--- src/rtl/cipher_ctrl_pkg.sv ---
// rtl/cipher_ctrl_pkg.sv - shared state encoding and key width for the cipher key sequencer
package cipher_ctrl_pkg;

  localparam int KEY_W = 32;

  typedef enum logic [2:0] {
    ST_IDLE   = 3'd0,
    ST_LOAD   = 3'd1,
    ST_VERIFY = 3'd2,
    ST_RUN    = 3'd3,
    ST_ERROR  = 3'd4
  } state_t;

endpackage

--- src/rtl/key_piso_serializer.sv ---
// rtl/key_piso_serializer.sv - key shadow register and bit counter presenting the key MSB first
module key_piso_serializer
  import cipher_ctrl_pkg::*;
#(
  parameter int M     = KEY_W,
  parameter int CNT_W = $clog2(M)
) (
  input  logic         clk,
  input  logic         rst,
  input  logic         i_load,
  input  logic [M-1:0] i_key,
  input  logic         i_adv,
  output logic         o_bit,
  output logic         o_last
);

  localparam logic [CNT_W-1:0] LAST_CNT = CNT_W'(M - 1);
  localparam logic [CNT_W-1:0] ONE_CNT  = CNT_W'(1);

  logic [M-1:0]     r_shadow;
  logic [CNT_W-1:0] r_cnt;
  logic [CNT_W-1:0] w_idx;

  always_ff @(posedge clk or posedge rst) begin
    if (rst) begin
      r_shadow <= '0;
      r_cnt    <= '0;
    end else if (i_load) begin
      r_shadow <= i_key;
      r_cnt    <= '0;
    end else if (i_adv) begin
      // Wrap explicitly so a second pass replays the same bit order for any M.
      r_cnt <= o_last ? '0 : r_cnt + ONE_CNT;
    end
  end

  assign w_idx  = LAST_CNT - r_cnt;
  assign o_bit  = r_shadow[w_idx];
  assign o_last = (r_cnt == LAST_CNT);

endmodule

--- src/rtl/xor_cipher_key_sequencer.sv ---
// rtl/xor_cipher_key_sequencer.sv - loads a parallel key into the XOR cipher config chain and gates its enables
// Optional readback verify pass and error state: CIPHER_KEY_VERIFY_EN.
module xor_cipher_key_sequencer
  import cipher_ctrl_pkg::*;
#(
  parameter int M     = KEY_W,
  parameter int CNT_W = $clog2(M)
) (
  input  logic         clk,
  input  logic         rst,
  input  logic [M-1:0] key_i,
  input  logic         key_valid_i,
  output logic         key_ready_o,
  input  logic         tx_req_i,
  input  logic         rx_req_i,
  output logic         cfg_en_o,
  output logic         cfg_bit_o,
  input  logic         cfg_o_i,
  output logic         tx_en_o,
  output logic         rx_en_o,
  output logic         key_loaded_o,
  output logic         busy_o,
  output logic         err_o,
  input  logic         err_clr_i
);

  state_t r_state;
  logic   w_accept;
  logic   w_bit;
  logic   w_last;
  logic   w_run;
  logic   w_shift;

  key_piso_serializer #(
    .M     (M),
    .CNT_W (CNT_W)
  ) u_piso (
    .clk    (clk),
    .rst    (rst),
    .i_load (w_accept),
    .i_key  (key_i),
    .i_adv  (w_shift),
    .o_bit  (w_bit),
    .o_last (w_last)
  );

  assign w_run    = (r_state == ST_RUN);
  assign w_accept = key_valid_i & key_ready_o;

`ifdef CIPHER_KEY_VERIFY_EN
  logic r_mis;
  logic w_mismatch;

  assign w_mismatch = (r_state == ST_VERIFY) & (cfg_o_i != w_bit);

  always_ff @(posedge clk or posedge rst) begin
    if (rst) begin
      r_state <= ST_IDLE;
      r_mis   <= 1'b0;
    end else begin
      case (r_state)
        ST_IDLE, ST_RUN: begin
          if (w_accept) begin
            r_state <= ST_LOAD;
            r_mis   <= 1'b0;
          end
        end
        ST_LOAD: begin
          if (w_last) r_state <= ST_VERIFY;
        end
        ST_VERIFY: begin
          if (w_mismatch) r_mis <= 1'b1;
          // The final bit's comparison is folded in directly; r_mis only sees it next cycle.
          if (w_last) r_state <= (r_mis | w_mismatch) ? ST_ERROR : ST_RUN;
        end
        ST_ERROR: begin
          if (err_clr_i) r_state <= ST_IDLE;
        end
        default: r_state <= ST_IDLE;
      endcase
    end
  end

  assign w_shift = (r_state == ST_LOAD) | (r_state == ST_VERIFY);
  assign err_o   = (r_state == ST_ERROR);
`else
  logic w_unused;

  assign w_unused = err_clr_i ^ cfg_o_i;

  always_ff @(posedge clk or posedge rst) begin
    if (rst) begin
      r_state <= ST_IDLE;
    end else begin
      case (r_state)
        ST_IDLE, ST_RUN: begin
          if (w_accept) r_state <= ST_LOAD;
        end
        ST_LOAD: begin
          if (w_last) r_state <= ST_RUN;
        end
        default: r_state <= ST_IDLE;
      endcase
    end
  end

  assign w_shift = (r_state == ST_LOAD);
  assign err_o   = 1'b0;
`endif

  // Held low while rst is asserted so every output reads zero during reset.
  assign key_ready_o  = ~rst & ((r_state == ST_IDLE) | w_run);
  assign cfg_en_o     = w_shift;
  assign cfg_bit_o    = w_shift & w_bit;
  assign busy_o       = w_shift;
  assign key_loaded_o = w_run;
  assign tx_en_o      = tx_req_i & w_run;
  assign rx_en_o      = rx_req_i & w_run;

endmodule

--- config.mk ---
export PLATFORM = sky130hd
export DESIGN_NAME = xor_cipher_key_sequencer
export DESIGN_NICKNAME = d
export VERILOG_FILES = /design/src/rtl/cipher_ctrl_pkg.sv /design/src/rtl/key_piso_serializer.sv /design/src/rtl/xor_cipher_key_sequencer.sv
export SDC_FILE = /design/constraint.sdc
export NUM_CORES = 1
export LEC_CHECK = 0
export BUFFER_PORTS_ARGS = -buffer_cell sky130_fd_sc_hd__clkbuf_2
export CORE_ASPECT_RATIO = 0.9
export CORE_UTILIZATION = 53
export DETAILED_ROUTE_END_ITERATION = 7
export GPL_TIMING_DRIVEN = 1
export HOLD_SLACK_MARGIN = 0.12
export PLACE_DENSITY = 0.79
export SETUP_SLACK_MARGIN = 0.1
export SYNTH_ARGS = -nofsm -noshare
export SYNTH_HDL_FRONTEND = slang
export SYNTH_SLANG_ARGS = --single-unit
--- constraint.sdc ---
create_clock -name clk -period 2.7 [get_ports clk]
set_input_delay 0.81 -clock clk [delete_from_list [all_inputs] [get_ports clk]]
set_output_delay 0.81 -clock clk [all_outputs]
set_load 0.03 [all_outputs]
==> results.py <==
metrics = {
    "cts": {
        "cts-root-buf": "clkbuf_8",
        "ctsLongestPathBuffers": 2,
        "path_clk_slew_ns": 0.07,
        "htree_levels": 2,
        "worstSkewPairLatency_ns": 0.30,
        "numCtsBuffers": 5,
        "hold_buffers": 0,
        "cts_sinks": 39,
        "cts_tree": "built",
    },
    "worst_setup_path": {
        "cp_num_buf_inv": 1,
        "ff2ff_setup_slack_ns": 0.61,
        "start_kind": "flip-flop",
        "crit_path_max_fanout": 5,
        "crit_slowest_cell": "mux4_1",
        "cp-end-kind": "primary output",
        "crit_family": "multiplexers",
        "crit_chain": "mux4_1, mux2i_2, a31oi_1, o211a_1, clkbuf_8",
        "arrival_ns": 1.96,
        "crit_required_ns": 1.89,
        "critPathMaxStageDelay_ns": 0.59,
        "crit_type": "flip-flop to primary output",
    },
    "status": {
        "outcome": "finished, violations left",
        "violations": "setup timing",
    },
    "drt": {
        "drc_errors": 0,
        "routed_wl_mm": 3.66,
        "wl_per_cell_um": 12.4,
        "drt_iter0_drc": 88,
        "ant_nets": 0,
        "vias": 1520,
        "firstDrtPassIters": 4,
        "viasPerCell": 5.17,
    },
    "cells_and_area": {
        "nets": 293,
        "design_area_mm2": 0.00230,
        "syn2layout_area_growth_pct": 19.6,
        "stdcell_count": 294,
        "drive_gt1_share_pct": 28.4,
        "diodes": 0,
        "fillerInstances": 295,
    },
    "synth": {
        "yosys.area.top_type": "dfrtp_1",
        "ys_top_cells_by_area": "dfrtp_1 51%, nand2_1 19%, mux4_1 5.5%",
        "avgSynthCellArea_um2": 9.51,
        "synth.most_common_cell": "nand2_1",
        "ys_seq_area_share_pct": 50.8,
        "yosysTopAreaCellShare_pct": 50.8,
        "synthFlopType": "dfrtp_1",
        "syn-instance-count": 202,
        "synth_seq_cells": 39,
        "async_reset_ff_share_pct": 100,
        "syn_nets": 246,
        "ys_warn_count": 0,
        "ys_top_cells_by_count": "97 x nand2_1, 39 x dfrtp_1, 7 x mux2i_1",
        "syn_area_mm2": 0.00192,
        "yosysUniqueCellTypes": 25,
        "synth-edff-count": 0,
    },
    "floorplan": {
        "initial_core_util_pct": 56.1,
        "fp.dieW_um": 65.5,
        "rows": 20,
        "die_h_um": 59.1,
        "die_area_mm2": 0.00387,
        "core_region_area_mm2": 0.00343,
        "ios": 47,
    },
    "global_routing": {
        "grt_pass1_vias": 1436,
        "grt_usage_pct": 22.0,
        "antenna_found_initial": 0,
        "grt_pass1_wl_mm": 6.20,
        "gr-total-overflow": 0,
        "grt_max_degree": 40,
    },
    "placement": {
        "routabilityCongestion": 0.808,
        "pre_cts_ws_ns": 0.149,
        "portBuffers": 43,
        "place_area_mm2": 0.00217,
        "dp_hpwl_mm": 2.41,
        "dp_cells": 283,
    },
    "timing": {
        "drv_slew": 0,
        "setup_viol": 1,
        "fmax_mhz": 361,
        "hold_viol": 0,
        "tns_ns": -0.0724,
        "fin_skew_ns": 0.00333,
        "fin_crit_ns": 2.77,
        "rsz0062_at_grt": "yes",
        "period_share_pct": 103,
        "layout_setup_ws_ns": -0.0724,
    },
    "pwr": {
        "p_total_mw": 2.65,
        "power_density_mw_per_mm2": 1150,
        "irDropWorstVdd_mv": 0.542,
        "p_leak_nw": 1.26,
    },
    "hold_path": {
        "worstHoldPathType": "flip-flop to flip-flop",
    },
    "flow_run": {
        "max-cap-violations": 0,
    },
}
## layout by cell type (no fill, tap or decap), types with 3 or more instances in the layout
cell type and n:
nand2_1 97, clkbuf_2 42, dfrtp_1 36, buf_4 9
clkbuf_8 8, mux4_2 7, nor2_1 6, mux2i_1 6
a21oi_1 5, ha_1 5, inv_1 4, nor2b_1 3
and2_1 3, dfrtp_2 3
## power breakdown
part           internal, mW  switching [mW]
logic                 0.577           0.539
clock network         0.232           0.208
registers             0.870           0.223
## layout make-up
class | count | area, µm² | area share [%]
Clock inverter | 1 | 7.51 | 0.327
Timing Repair Buffer | 52 | 292 | 12.7
Tap cell | 44 | 55.1 | 2.40
Clock buffer | 7 | 96.3 | 4.19
Sequential cell | 39 | 980 | 42.6
Inverter | 4 | 15.0 | 0.653
Multi-Input combinational cell | 147 | 853 | 37.1
## cells by family (layout without fill, tap and decap cells)
family	count (synthesis)	after routing	synth area share (%)
AO/OA/AOI/OAI	12	12	3.78
adder cells (fa/ha/maj)	5	5	3.26
buffers and inverters	16	64	4.43
flip-flops	39	39	50.8
multiplexers	15	15	13.8
other	1	1	0.195
AND/OR/NAND/NOR	114	114	23.8
## metal layers
metal / track usage (%) / routed length [µm]
met1: 26.4 / 1660
met2: 36.7 / 1760
met3: 5.77 / 163
met4: 11.8 / 85
met5: 0 / 0
## flip-flops by register name (all words and copies together) (netlist names)
signal           flops
u_piso.r_shadow     32
r_state              2
u_piso.r_cnt         5
## worst min-delay path, cell delays in order, from the launching register on
cell and delay, ns:
dfrtp_1 0.34, nand2_1 0.05, nand2_1 0.05
## metrics by stage
stage	hold WS (ns)	util (%)
2_1_floorplan	0.437	-
3_3_place_gp	0.454	63.2
3_5_place_dp	0.454	63.2
4_1_cts	0.472	66.8
5_1_grt	0.510	67.0
6_report	0.473	67.0
## repair_timing
action                     in CTS  in global routing
cloned                          0                  0
resized for setup               7                  2
hold endpoints to repair        0                  0
buffers inserted                2                  1
setup endpoints to repair       1                  1
## final timing paths
check                                   start                  to  cells after the start
max                           u_piso.r_cnt[0]           cfg_bit_o                      5
min                        u_piso.r_shadow[6]  u_piso.r_shadow[6]                      2
max reg2reg                   u_piso.r_cnt[0]     u_piso.r_cnt[3]                      9
min reg2reg                u_piso.r_shadow[6]  u_piso.r_shadow[6]                      2
max in group asynchronous                 rst     u_piso.r_cnt[1]                      3
min in group asynchronous                 rst     u_piso.r_cnt[2]                      3
Power figures use the tool's default switching activity.
